[src/rtl/reg_dump_pkg.sv]
// reg_dump_pkg: shared FSM states and default dump range for the register dump reader
package reg_dump_pkg;
  typedef enum logic [1:0] {IDLE = 2'd0, LOAD = 2'd1, SEND = 2'd2, DONE = 2'd3} state_t;
  localparam int unsigned DEF_FIRST_REG = 1;
  localparam int unsigned DEF_LAST_REG  = 31;
endpackage

[src/rtl/reg_dump_reader.sv]
// reg_dump_reader: walks the register file read port and streams (index, data) words with a running checksum
module reg_dump_reader
  import reg_dump_pkg::*;
#(
  parameter int unsigned ADDR_W    = 5,
  parameter int unsigned DATA_W    = 32,
  parameter int unsigned FIRST_REG = DEF_FIRST_REG,
  parameter int unsigned LAST_REG  = DEF_LAST_REG
) (
  input  logic              clk,
  input  logic              rst_n,
  input  logic              start,
  input  logic              abort,
  output logic [ADDR_W-1:0] ra,
  input  logic [DATA_W-1:0] a,
  output logic              out_valid,
  input  logic              out_ready,
  output logic [ADDR_W-1:0] out_index,
  output logic [DATA_W-1:0] out_data,
  output logic              out_last,
  output logic              busy,
  output logic              done,
  output logic [DATA_W-1:0] checksum
);
  localparam logic [ADDR_W-1:0] FIRST = ADDR_W'(FIRST_REG);
  localparam logic [ADDR_W-1:0] LAST  = ADDR_W'(LAST_REG);
  state_t state, nxt;
  logic [ADDR_W-1:0] idx;
  logic hs;
  assign hs   = state == SEND && out_valid && out_ready;
  assign ra   = state == IDLE ? '0 : idx;
  assign busy = state != IDLE;
  assign done = state == DONE;
  always_comb begin
    nxt = state;
    case (state)
      IDLE:    nxt = start ? LOAD : IDLE;
      LOAD:    nxt = SEND;
      SEND:    nxt = !hs ? SEND : out_last ? DONE : LOAD;
      default: nxt = IDLE;
    endcase
    if (abort) nxt = IDLE;
  end
  // abort outranks both start and a same-cycle handshake
  always_ff @(posedge clk or negedge rst_n) begin
    if (!rst_n) begin
      state     <= IDLE;
      idx       <= FIRST;
      out_valid <= 1'b0;
      out_index <= '0;
      out_data  <= '0;
      out_last  <= 1'b0;
      checksum  <= '0;
    end else begin
      state <= nxt;
      if (state == IDLE && start && !abort) begin
        idx      <= FIRST;
        checksum <= '0;
      end
      if (state == LOAD && !abort) begin
        out_data  <= a;
        out_index <= idx;
        out_last  <= idx == LAST;
        out_valid <= 1'b1;
      end
      if (hs && !abort) begin
        checksum  <= checksum + out_data;
        out_valid <= 1'b0;
        if (!out_last) idx <= idx + 1'b1;
      end
      if (abort) out_valid <= 1'b0;
    end
  end
endmodule

[config.mk]
export PLATFORM = sky130hd
export DESIGN_NAME = reg_dump_reader
export DESIGN_NICKNAME = d
export VERILOG_FILES = /design/src/rtl/reg_dump_pkg.sv /design/src/rtl/reg_dump_reader.sv
export SDC_FILE = /design/constraint.sdc
export NUM_CORES = 1
export LEC_CHECK = 0
export ABC_AREA = 1
export CORE_ASPECT_RATIO = 0.7
export CORE_MARGIN = 3
export CORE_UTILIZATION = 52
export CTS_CLUSTER_SIZE = 12
export DETAILED_ROUTE_END_ITERATION = 10
export GPL_TIMING_DRIVEN = 0
export PLACE_DENSITY = 0.88
export SETUP_SLACK_MARGIN = 0.5
export SYNTH_ARGS = -nofsm -noshare
export SYNTH_HDL_FRONTEND = slang
export SYNTH_SLANG_ARGS = --single-unit
[constraint.sdc]
create_clock -name clk -period 2.12 [get_ports clk]
set_clock_uncertainty 0.05 [all_clocks]
set_input_delay 0.636 -clock clk [delete_from_list [all_inputs] [get_ports clk]]
set_output_delay 0.636 -clock clk [all_outputs]
set_load 0.05 [all_outputs]
==> results of run 1 <==
-- logic make-up after synthesis --
group / after synthesis
xor+xnor: 2
fa+ha+maj: 34
mux: 32
compound gates: 70
simple gates: 411
buf+inv: 141
flops: 78
-- synth_stat cells --
cell type / count / area share
a22o_1: 1 / 0.0016
mux2i_1: 1 / 0.0019
inv_1: 128 / 0.090
a21oi_1: 35 / 0.033
clkbuf_1: 1 / 0.00070
dfstp_2: 1 / 0.0049
buf_2: 8 / 0.0075
or2_2: 3 / 0.0035
nand3_1: 44 / 0.041
buf_6: 1 / 0.0021
nand3b_1: 2 / 0.0028
o31ai_1: 1 / 0.0014
nor2_4: 1 / 0.0021
inv_2: 3 / 0.0021
fa_1: 1 / 0.0037
o21ai_0: 16 / 0.015
nand2_4: 2 / 0.0042
nor2_2: 1 / 0.0012
mux2_2: 31 / 0.065
nand3_2: 1 / 0.0019
nor3_1: 6 / 0.0056
nand4_1: 4 / 0.0047
nor3_2: 1 / 0.0019
ha_1: 33 / 0.077
a21o_1: 1 / 0.0014
xnor2_1: 1 / 0.0016
o21bai_1: 3 / 0.0042
nand2_1: 293 / 0.21
o22ai_1: 1 / 0.0012
or2_4: 1 / 0.0016
o21ai_1: 10 / 0.0093
nor2_1: 52 / 0.036
dfrtp_1: 77 / 0.36
xor2_1: 1 / 0.0016
a32o_1: 2 / 0.0037
-- through the flow --
step	TNS [ns]	utilization	setup WS (ns)	hold WS, ns
floorplan	0	-	0.2371	0.2904
global placement	-215.48	0.7324	-2.690	0.4212
detailed placement	-15.38	0.7350	-0.3222	0.4348
CTS	0	0.8485	0.1940	0.2032
-- timing repair --
action                     CTS
setup endpoints to repair  154
pin swaps                   29
buffers inserted            53
gates cloned                 1
gates resized for setup    631
==> reports/results.txt, run 1 <==
Outcome -> aborted with a tool error
Stage reached -> global routing (5_1_grt)
Error msg -> [ERROR DPL-0033] detailed placement checks failed during check placement.
# port buffers -> 114
Cells after synthesis -> 768
Synth cell types -> 35
Clock Tree Root -> clkbuf_16
Post-Synth XOR/XNOR Area -> 0.003268
Io pins -> 115
Hold-fix buffers, CTS -> 0
Worst-path endpoint after global-route repair_timing -> checksum[28]$_DFFE_PN0P_/D
Post-Syn Nets -> 839
Synthesized flop and latch total -> 78
Post-synthesis mux area share -> 0.06699
Initial antenna violation count -> 0
Placer Congestion -> 0.9187
Post-Synth Adder-Cell Area -> 0.08077
Post-Synth Simple-Gate Area -> 0.3121
Num rows -> 30
Largest net degree at the start of global routing -> 48
Post-DP Area -> 7256 um^2
Total CTS buffers -> 9
Worst EP kind -> sequential cell input
Avg Cell Area, Syn -> 6.979 um^2
Initial core utilization -> 0.5430
Largest family of logic cells by synthesized area -> simple AND/OR/NAND/NOR gates
Post-synthesis sequential area ratio -> 0.3644
H-tree level count -> 3
Die width -> 127.4 um
YS warnings -> 0
Clock Path Buffers -> 2
Sink Count -> 78
Placed Cells -> 1011
Post-synthesis compound-gate area fraction -> 0.07049
Mapped cell area -> 5360 um^2
Hpwl dp -> 13050 um
Die height -> 90.95 um
==> inputs of run 2 (changes only) <==
Settings changed: CORE_ASPECT_RATIO 0.7 to not set, CORE_UTILIZATION 52 to 40, CTS_CLUSTER_SIZE 12 to not set, PLACE_DENSITY 0.88 to not set, PLACE_DENSITY_LB_ADDON set to 0.15, SETUP_SLACK_MARGIN 0.5 to not set.
==> reports/results.txt, run 2 <==
Dominant cells by area after synthesis -> dfrtp_1, nand2_1, inv_1, ha_1, mux2_2
Via-to-Cell Ratio -> 4.682
# port buffers -> 114
Max Cap Viol -> 0
Final wirelength -> 13860 um
Most frequent cells after synthesis -> nand2_1, inv_1, dfrtp_1, nor2_1, nand3_1
Outcome -> finished clean
Routed vias -> 5038
Top flop regs -> checksum (32), out_data (32)
Crit path max fanout -> 7
Unrepaired setup endpoints after global routing -> yes
Fraction of registers with async set/reset -> 1.000
Die ar. -> 14830 um^2
Placed Cells -> 1055
Post-Syn Nets -> 839
Post-layout net count -> 970
Worst-Margin Slew -> 0.5364 ns
Placer Congestion -> 0.9166
Sink Count -> 78
Vias in the first global route -> 4772
Final Slew Violations -> 0
Max-slew headroom -> 0.6438
Die height -> 121.8 um
Clock Tree Root -> clkbuf_16
Clock insertion delay at the later pin of the skew report -> 0.35 ns
Most common cell after layout, fill and taps aside -> nand2_1
Setup Total Neg Slack -> 0 ns
Ys flop type -> dfrtp_1
Pwr/cell area -> 861.5 nW/um^2
Initial core utilization -> 0.4163
Final Hold Violating Endpoints -> 0
Most frequent cells in the layout -> nand2_1, inv_1, dfrtp_1, dlygate4sd2_1, nor2_1
Hold crit path type -> in2async
CTS clk-pin slew, worst paths -> 0.06 ns
Avg Cell Area, Syn -> 6.979 um^2
Share of layout cells above drive strength 1 -> 0.1195
Number of synthesized flops with an enable pin -> 0
Setup violators final -> 0
Num rows -> 41
Crit path DAT -> 1.36 ns
Leakage -> 4.084 nW
Area Growth Syn to Fin -> 32.54%
Hpwl dp -> 10900 um
Total grt overflow -> 0
Yosys top cell area share -> 0.3595
Crit end category -> output pin
Mapped cell area -> 5360 um^2
Peak VDD IR -> 0.0005487 V
Post-DP Area -> 6744 um^2
Fmax -> 489.2 MHz
Post-synth top area cell -> dfrtp_1
WHS -> 0.1961 ns
Post-route ant nets -> 0
Largest net degree at the start of global routing -> 43
Total power -> 6.121 mW
Number of violations reported at the end of detailed-routing iteration 0 -> 235
Layout Cells excl Fill -> 1076
Clock Path Buffers -> 2
Number of antenna diodes -> 0
Number of remaining DRC errors -> 0
Routed wire per std cell -> 12.88 um
Slack of the critical path -> 0.07596 ns
YS warnings -> 0
H-tree level count -> 3
GRT Total Usage -> 0.1972
Post-synthesis sequential area ratio -> 0.3644
Critical setup path kind -> reg2out
Final worst-path cycle share -> 0.9642
Final Cell Area -> 7104 um^2
Synthesized flop and latch total -> 78
Place WS -> -0.3519 ns
Io pins -> 115
Startpoint types -> flop
Core Area -> 12880 um^2
Required @ worst endpoint -> 1.43 ns
Cell with the most instances after synthesis -> nand2_1
Cells after synthesis -> 768
Total CTS buffers -> 9
CTS tree -> yes
Fin util -> 0.5517
Initial antenna violation count -> 0
First-pass GRT wire length -> 23270 um
Synth cell types -> 35
Min Tclk post-route -> 2.044 ns
Pre-Repair DR Iteration Count -> 4
Die width -> 121.8 um
==> run 2: cell counts after synthesis <==
No cell type changed its count.
==> run 2: what timing repair did <==
item / 4_1_cts / 5_1_grt
hold buffers: 0 / 0
endpoints found under the setup margin: 85 / 37
setup buffers: 0 / 5
pin swaps: 0 / 3
gates resized for setup: 109 / 22
==> run 2: worst paths after layout <==
path | start | endpoint | slack [ns] | depth (start not counted)
worst max-delay path | state[0]$_DFF_PN0_ | busy | 0.08 | 4
worst min-delay path | rst_n | out_data[16]$_DFFE_PN0P_ | 0.20 | 1
worst max register to register | out_data[0]$_DFFE_PN0P_ | checksum[24]$_DFFE_PN0P_ | 0.10 | 13
worst min register to register | out_index[1]$_DFFE_PN0P_ | out_index[1]$_DFFE_PN0P_ | 0.43 | 2
max in group asynchronous | rst_n | idx[0]$_DFF_PN1_ | 1.18 | 2
min in group clk | out_index[1]$_DFFE_PN0P_ | out_index[1]$_DFFE_PN0P_ | 0.43 | 2
==> run 2: logic make-up (layout without fill, tap and decap cells) <==
group | after synthesis | in the layout | share of synthesized area
mux | 32 | 32 | 0.06699
compound gates | 70 | 70 | 0.07050
xor+xnor | 2 | 2 | 0.003269
fa+ha+maj | 34 | 34 | 0.08077
simple gates | 411 | 411 | 0.3121
buf+inv | 141 | 277 | 0.1020
flops | 78 | 78 | 0.3644
==> run 2: layer usage <==
layer	GRT usage	share of wire	vias up
met5	0	0	-
li1	-	-	2667
met2	0.3101	0.46	107
met3	0.05153	0.056	10
met1	0.2736	0.48	2254
met4	0.04552	0.011	0
==> run 2: cell type report <==
cell class                 count  area [um^2]
fill                        1312         5772
timing repair buffer         120         1086
buffer                        10        57.56
clock inverter                 6        85.08
inverter                     131        491.7
sequential                    78         1957
tap                          172        215.2
multi-input combinational    549         2973
clock buffer                  10        239.0
==> run 2: worst max-delay path, stage by stage (launching register included) <==
cell     delay (ns)
dfrtp_2        0.46
nor2_4         0.19
buf_4          0.14
inv_1          0.03
buf_2          0.19
==> run 2: power by group <==
part	leakage, nW	internal, mW	switching [mW]	total (mW)
combinational	2.92	0.779	1.72	2.50
sequential	1.01	1.73	0.206	1.93
clock	0.154	1.06	0.627	1.69
total	4.08	3.57	2.55	6.12
No activity file was read; power rests on OpenSTA's default activity.
